$ cat src/rtl/sym_cn_lut_loader.sv
// sym_cn_lut_loader: write-side loader for the symmetric CN IB-LUT RAM.
// Pairs a serial valid/ready stream of LUT entries into bank0/bank1 words
// and issues one page write per pair, pages 0..PAGE_NUM-1 under one offset.
//
// Ports:
//   write_clk, rst            clock, synchronous active-high reset
//   load_start, load_offset   start pulse and target write_addr_offset
//   lut_entry_in/valid/ready  entry stream (even idx -> bank0, odd -> bank1)
//   lut_in_bank0/1            registered bank write data
//   page_write_addr           registered page address
//   write_addr_offset         registered ping-pong offset
//   we                        1-cycle write pulse per page
//   busy, load_done           load in progress / 1-cycle completion pulse
//
// Optional feature macro LUT_LOAD_ABORT_EN adds input load_abort, which
// drops an in-progress load (GET0/GET1) back to IDLE without load_done.
module sym_cn_lut_loader #(
    parameter int DATA_W      = 3,
    parameter int PAGE_ADDR_W = 5,
    parameter int PAGE_NUM    = 32
) (
    input  logic                   write_clk,
    input  logic                   rst,
    input  logic                   load_start,
    input  logic                   load_offset,
    input  logic [DATA_W-1:0]      lut_entry_in,
    input  logic                   lut_entry_valid,
`ifdef LUT_LOAD_ABORT_EN
    input  logic                   load_abort,
`endif
    output logic                   lut_entry_ready,
    output logic [DATA_W-1:0]      lut_in_bank0,
    output logic [DATA_W-1:0]      lut_in_bank1,
    output logic [PAGE_ADDR_W-1:0] page_write_addr,
    output logic                   write_addr_offset,
    output logic                   we,
    output logic                   busy,
    output logic                   load_done
);

    typedef enum logic [1:0] {
        IDLE   = 2'd0,
        GET0   = 2'd1,
        GET1   = 2'd2,
        FINISH = 2'd3
    } state_t;

    localparam logic [PAGE_ADDR_W-1:0] LAST_PAGE =
        PAGE_ADDR_W'(PAGE_NUM - 1);

    state_t                   state;
    state_t                   state_next;
    logic [PAGE_ADDR_W-1:0]   page_cnt;
    logic [DATA_W-1:0]        bank0_stage;
    logic                     ready;
    logic                     take0;
    logic                     take1;
    logic                     start_acc;
    logic                     finish;
    logic                     last_page;
`ifdef LUT_LOAD_ABORT_EN
    logic                     abort_acc;
`endif

    assign last_page       = (page_cnt == LAST_PAGE);
    assign lut_entry_ready = ready;

    always_comb begin
        state_next = state;
        ready      = 1'b0;
        take0      = 1'b0;
        take1      = 1'b0;
        start_acc  = 1'b0;
        finish     = 1'b0;
`ifdef LUT_LOAD_ABORT_EN
        abort_acc  = 1'b0;
`endif
        case (state)
            IDLE: begin
                if (load_start) begin
                    start_acc  = 1'b1;
                    state_next = GET0;
                end
            end
            GET0, GET1: begin
                ready = 1'b1;
`ifdef LUT_LOAD_ABORT_EN
                // Abort wins over a same-cycle entry so nothing is consumed.
                if (load_abort) begin
                    ready      = 1'b0;
                    abort_acc  = 1'b1;
                    state_next = IDLE;
                end
`endif
                if (ready && lut_entry_valid) begin
                    if (state == GET0) begin
                        take0      = 1'b1;
                        state_next = GET1;
                    end else begin
                        take1      = 1'b1;
                        state_next = last_page ? FINISH : GET0;
                    end
                end
            end
            FINISH: begin
                finish     = 1'b1;
                state_next = IDLE;
            end
            default: state_next = IDLE;
        endcase
    end

    always_ff @(posedge write_clk) begin
        if (rst) begin
            state             <= IDLE;
            page_cnt          <= '0;
            bank0_stage       <= '0;
            lut_in_bank0      <= '0;
            lut_in_bank1      <= '0;
            page_write_addr   <= '0;
            write_addr_offset <= 1'b0;
            we                <= 1'b0;
            busy              <= 1'b0;
            load_done         <= 1'b0;
        end else begin
            state     <= state_next;
            we        <= take1;
            load_done <= finish;
            if (start_acc) begin
                write_addr_offset <= load_offset;
                page_cnt          <= '0;
                busy              <= 1'b1;
            end
            if (take0) begin
                bank0_stage <= lut_entry_in;
            end
            if (take1) begin
                lut_in_bank0    <= bank0_stage;
                lut_in_bank1    <= lut_entry_in;
                page_write_addr <= page_cnt;
                // Hold at the last page; FINISH ends the load instead.
                if (!last_page) begin
                    page_cnt <= page_cnt + 1'b1;
                end
            end
            if (finish) begin
                busy <= 1'b0;
            end
`ifdef LUT_LOAD_ABORT_EN
            if (abort_acc) begin
                busy <= 1'b0;
            end
`endif
        end
    end

endmodule

$ cat config.mk
export PLATFORM = sky130hd
export DESIGN_NAME = sym_cn_lut_loader
export DESIGN_NICKNAME = d
export VERILOG_FILES = /design/src/rtl/sym_cn_lut_loader.sv
export SDC_FILE = /design/constraint.sdc
export NUM_CORES = 1
export LEC_CHECK = 0
export BUFFER_PORTS_ARGS = -buffer_cell sky130_fd_sc_hd__buf_2
export CAP_MARGIN = 10
export CORE_AREA = 2 2 49 51
export DETAILED_ROUTE_END_ITERATION = 8
export DIE_AREA = 0 0 51 53
export PLACE_DENSITY = 0.72
export SYNTH_ARGS = -nofsm -noshare
export SYNTH_HDL_FRONTEND = slang
export SYNTH_SLANG_ARGS = --single-unit
$ cat constraint.sdc
create_clock -name write_clk -period 2.2 [get_ports write_clk]
set_clock_uncertainty 0.2 [all_clocks]
set_input_delay 0.33 -clock write_clk [delete_from_list [all_inputs] [get_ports write_clk]]
set_output_delay 0.33 -clock write_clk [all_outputs]
set_load 0.03 [all_outputs]
==> flow_summary.html <==
<table>
<tr><th>Metric</th><th>Value</th></tr>
<tr><th colspan="2">Die</th></tr>
<tr><td>Die area</td><td>2700 sq um</td></tr>
<tr><td>I/O pin cnt</td><td>24</td></tr>
<tr><td>Core Area</td><td>about 2100 sq um</td></tr>
<tr><td>Initial cell density of the core</td><td>between 40% and 50%</td></tr>
<tr><td># rows</td><td>17</td></tr>
<tr><td>Die Y</td><td>between 50 and 60 um</td></tr>
<tr><td>Width of the chip</td><td>about 51 um</td></tr>
<tr><th colspan="2">Finish</th></tr>
<tr><td>Layout Nets</td><td>about 160</td></tr>
<tr><td>Utilization after layout</td><td>about 57%</td></tr>
<tr><td>Most common cell after layout, fill and taps aside</td><td>sky130_fd_sc_hd__nand2_1</td></tr>
<tr><td>Number of filler instances in the final layout</td><td>around 210</td></tr>
<tr><td>Antenna diode count</td><td>0</td></tr>
<tr><td>Ratio of cells with drive above 1 in the final layout</td><td>between 20% and 30%</td></tr>
<tr><td>Most used cells in the layout excluding fill and tap cells</td><td>sky130_fd_sc_hd__nand2_1 (31), sky130_fd_sc_hd__dfxtp_1 (24), sky130_fd_sc_hd__buf_2 (23)</td></tr>
<tr><td>Area growth from synthesis to final layout</td><td>18.0%</td></tr>
<tr><th colspan="2">Drt</th></tr>
<tr><td>Antenna violation net count after detailed routing</td><td>0</td></tr>
<tr><td>Initial DRC count</td><td>20</td></tr>
<tr><td>WL final</td><td>approximately 2.1 mm</td></tr>
<tr><td>Routed WL per cell</td><td>~12 um</td></tr>
<tr><td>1st-pass router iterations</td><td>4</td></tr>
<tr><td>Total vias in the final route</td><td>approximately 900</td></tr>
<tr><td>Detailed-route vias per instance</td><td>around 5.2</td></tr>
<tr><td>DRC violations left</td><td>0</td></tr>
<tr><th colspan="2">Timing</th></tr>
<tr><td>Achievable clock frequency</td><td>a little under 0.5 GHz</td></tr>
<tr><td>Post-Route Hold Slack</td><td>0.0374 ns</td></tr>
<tr><td>Hold violation total from the final report</td><td>0</td></tr>
<tr><td>Final-report max-slew violation count</td><td>0</td></tr>
<tr><td>Relative slew slack</td><td>69.0%</td></tr>
<tr><td>Setup violators final</td><td>0</td></tr>
<tr><td>Post-route minimum period</td><td>just over 2 ns</td></tr>
<tr><td>Post-Route Setup TNS</td><td>0 ns</td></tr>
<tr><td>Actual transition at the worst max-transition pin</td><td>about 0.47 ns</td></tr>
<tr><td>Fin crit share</td><td>between 90% and 100%</td></tr>
<tr><td>RSZ-0062 raised after global routing</td><td>no</td></tr>
<tr><th colspan="2">Power</th></tr>
<tr><td>Static leakage power</td><td>between 0.4 and 0.5 nW</td></tr>
<tr><td>Power per Cell Area</td><td>approximately 730 nW/um^2</td></tr>
<tr><td>Maximum vdd ir drop</td><td>537 uV</td></tr>
<tr><th colspan="2">CTS</th></tr>
<tr><td>Num CTS Buffers</td><td>3</td></tr>
<tr><td>Clock insertion delay at the later pin of the skew report</td><td>between 0.3 and 0.4 ns</td></tr>
<tr><td>Hold_buf cts</td><td>0</td></tr>
<tr><td>Library cell used as clock root buffer</td><td>sky130_fd_sc_hd__clkbuf_4</td></tr>
<tr><td>CTS tree</td><td>built</td></tr>
<tr><td>Clock transition time at the flip-flop clock pins of the worst setup and hold paths</td><td>about 0.14 ns</td></tr>
<tr><td>Largest buffer count on any clock path</td><td>2</td></tr>
<tr><td>Total number of H-tree levels</td><td>1</td></tr>
<tr><td>Number of sinks driven by the clock tree</td><td>25</td></tr>
<tr><th colspan="2">Global route</th></tr>
<tr><td>Antenna violations before repair</td><td>0</td></tr>
<tr><td>Overflow after GRT</td><td>0</td></tr>
<tr><td>All-layer global routing usage</td><td>between 10% and 20%</td></tr>
<tr><td>Via count of the first global-routing pass</td><td>between 700 and 800</td></tr>
<tr><td>Wire length of the first global-routing pass</td><td>~3.1 mm</td></tr>
<tr><td>Largest net degree at the start of global routing</td><td>26</td></tr>
<tr><th colspan="2">Placed design</th></tr>
<tr><td>Placed wire-length estimate after detailed placement</td><td>1.37 mm</td></tr>
<tr><td>Number of port buffers</td><td>23</td></tr>
<tr><td>Final weighted congestion in routability-driven placement</td><td>between 0.7 and 0.8</td></tr>
<tr><th colspan="2">Critical path</th></tr>
<tr><td>Critical Path Start Type</td><td>flop</td></tr>
<tr><td>Critical-path maximum fanout</td><td>5</td></tr>
<tr><td>Critical path class</td><td>flop to flop</td></tr>
<tr><td>Data required time at the worst endpoint</td><td>between 2 and 2.5 ns</td></tr>
<tr><td>Endpoint arrival time on the critical path</td><td>2.11 ns</td></tr>
<tr><td>Minimum setup slack among reg-to-reg paths</td><td>around 0.13 ns</td></tr>
<tr><td>CP endpoint kind</td><td>flop</td></tr>
<tr><th colspan="2">Synthesis</th></tr>
<tr><td>Share of synthesized cell area in and, or, nand and nor gates</td><td>24.5%</td></tr>
<tr><td>Area share of xor/xnor cells in the synthesized design</td><td>0%</td></tr>
<tr><td>Multiplexer area fraction after synthesis</td><td>roughly 1.1%</td></tr>
<tr><td>Post-synthesis share of cell area spent on full adders, half adders and majority gates</td><td>under 10%</td></tr>
<tr><td>Distinct cell type count after synthesis</td><td>24</td></tr>
<tr><td>Gate count after technology mapping</td><td>around 120</td></tr>
<tr><td>Number of flip-flops and latches in the synthesized netlist</td><td>25</td></tr>
<tr><td>Mean cell area of the mapped netlist</td><td>8.55 sq um</td></tr>
<tr><td>Post-synthesis instance area</td><td>1030 sq um</td></tr>
<tr><td>Compound-gate portion of the synthesized area</td><td>15.7%</td></tr>
<tr><td>Number of nets produced by synthesis</td><td>around 130</td></tr>
<tr><td>Total of warnings raised by yosys</td><td>0</td></tr>
<tr><td>Dominant combinational cell family by area after synthesis</td><td>simple AND/OR/NAND/NOR gates</td></tr>
<tr><td>Share of the yosys chip area belonging to registers</td><td>48.4%</td></tr>
<tr><th colspan="2">Run status</th></tr>
<tr><td>Result of the run</td><td>complete, no violations</td></tr>
<tr><th colspan="2">Job</th></tr>
<tr><td>Max_cap viols</td><td>0</td></tr>
<tr><th colspan="2">Worst hold path</th></tr>
<tr><td>Path category of the worst min-delay check</td><td>input port to flop</td></tr>
</table>
[path summary, 6_finish.rpt]
check | start | to | cells past startpoint
worst max-delay path | page_cnt[0] | page_cnt[3] | 7
worst min-delay path | lut_entry_in[2] | lut_in_bank1[2] | 3
worst max register to register | page_cnt[0] | page_cnt[3] | 7
worst min register to register | page_write_addr[0] | page_write_addr[0] | 2
[critical path, cell delays in order (launching register included)]
cell,delay [ns]
sky130_fd_sc_hd__dfxtp_2,0.36
sky130_fd_sc_hd__ha_1,0.23
sky130_fd_sc_hd__and3_1,0.19
sky130_fd_sc_hd__ha_2,0.19
sky130_fd_sc_hd__nor4bb_2,0.31
sky130_fd_sc_hd__buf_4,0.19
sky130_fd_sc_hd__nand2_1,0.07
sky130_fd_sc_hd__a311oi_2,0.26
[Yosys cell counts]
cell type | n | area share (%)
sky130_fd_sc_hd__a311oi_1 | 2 | 1.7
sky130_fd_sc_hd__nor4bb_1 | 1 | 0.97
sky130_fd_sc_hd__or3_1 | 2 | 1.2
sky130_fd_sc_hd__nand4b_1 | 1 | 0.85
sky130_fd_sc_hd__a21oi_1 | 22 | 11
sky130_fd_sc_hd__nand3_1 | 4 | 1.9
sky130_fd_sc_hd__dfxtp_1 | 25 | 48
sky130_fd_sc_hd__ha_1 | 5 | 6.0
sky130_fd_sc_hd__inv_1 | 2 | 0.73
sky130_fd_sc_hd__o21ai_0 | 5 | 2.4
sky130_fd_sc_hd__o21ba_2 | 1 | 0.97
sky130_fd_sc_hd__nor2_1 | 1 | 0.36
sky130_fd_sc_hd__and3b_2 | 1 | 0.97
sky130_fd_sc_hd__and3_1 | 1 | 0.60
sky130_fd_sc_hd__buf_6 | 1 | 1.1
sky130_fd_sc_hd__mux2_2 | 1 | 1.1
sky130_fd_sc_hd__nand2_1 | 31 | 11
sky130_fd_sc_hd__nor2b_1 | 3 | 1.8
sky130_fd_sc_hd__buf_4 | 1 | 0.73
sky130_fd_sc_hd__nor3_1 | 1 | 0.48
sky130_fd_sc_hd__clkbuf_1 | 2 | 0.73
sky130_fd_sc_hd__buf_2 | 2 | 0.97
sky130_fd_sc_hd__nand3b_1 | 4 | 2.9
sky130_fd_sc_hd__nand2b_1 | 2 | 1.2
[power by group]
group | switching (mW) | leakage (nW) | internal, mW
logic | 0.122 | 0.274 | 0.0706
registers | 0.0130 | 0.203 | 0.475
clock network | 0.144 | 0.0139 | 0.0696
[flip-flops by register name (all words and copies together) (netlist names)]
name,cells
load_done,1
page_write_addr,5
state,2
bank0_stage,3
lut_in_bank1,3
busy,1
we,1
write_addr_offset,1
lut_in_bank0,3
page_cnt,5
[routing by layer]
| layer | global-route usage, % | up-vias | wire (um) |
|---|---|---|---|
| li1 | - | 458 | - |
| met3 | 2.54 | 4 | 89 |
| met1 | 19.7 | 422 | 1000 |
| met5 | 0 | - | 0 |
| met4 | 8.11 | 0 | 32 |
| met2 | 24.5 | 20 | 939 |
[cell type report]
| class | instances | area (sq um) | area share (%) |
|---|---|---|---|
| sequential | 25 | 502 | 41.1 |
| multi-input combinational | 88 | 505 | 41.4 |
| timing repair buffer | 26 | 141 | 11.6 |
| clock inverter | 1 | 7.51 | 0.615 |
| tap | 28 | 35.0 | 2.87 |
| inverter | 2 | 7.51 | 0.615 |
| clock buffer | 3 | 22.5 | 1.84 |
[per-stage QoR]
| step | instance area [sq um] | setup WS, ns | power, mW | cells |
|---|---|---|---|---|
| 4_1_cts | 1190 | 0.135 | 0.892 | 172 |
| 6_report | 1220 | 0.134 | 0.894 | 173 |
| 3_3_place_gp | 1160 | 0.242 | 0.677 | 168 |
| 2_1_floorplan | 1030 | 0.256 | 0.635 | 121 |
| 3_5_place_dp | 1160 | 0.166 | 0.680 | 168 |
| 5_1_grt | 1220 | 0.00571 | 0.935 | 173 |
[timing repair]
action / CTS / global route
resized for setup: 0 / 4
endpoints found under the hold margin: 0 / 0
endpoints found under the setup margin: 0 / 1
setup buffers: 0 / 0
[cells by family after synthesis]
group / count (synthesis)
mux: 1
fa+ha+maj: 5
simple gates: 52
flops: 25
buf+inv: 8
compound gates: 30
(Power assumes the default switching activity.)
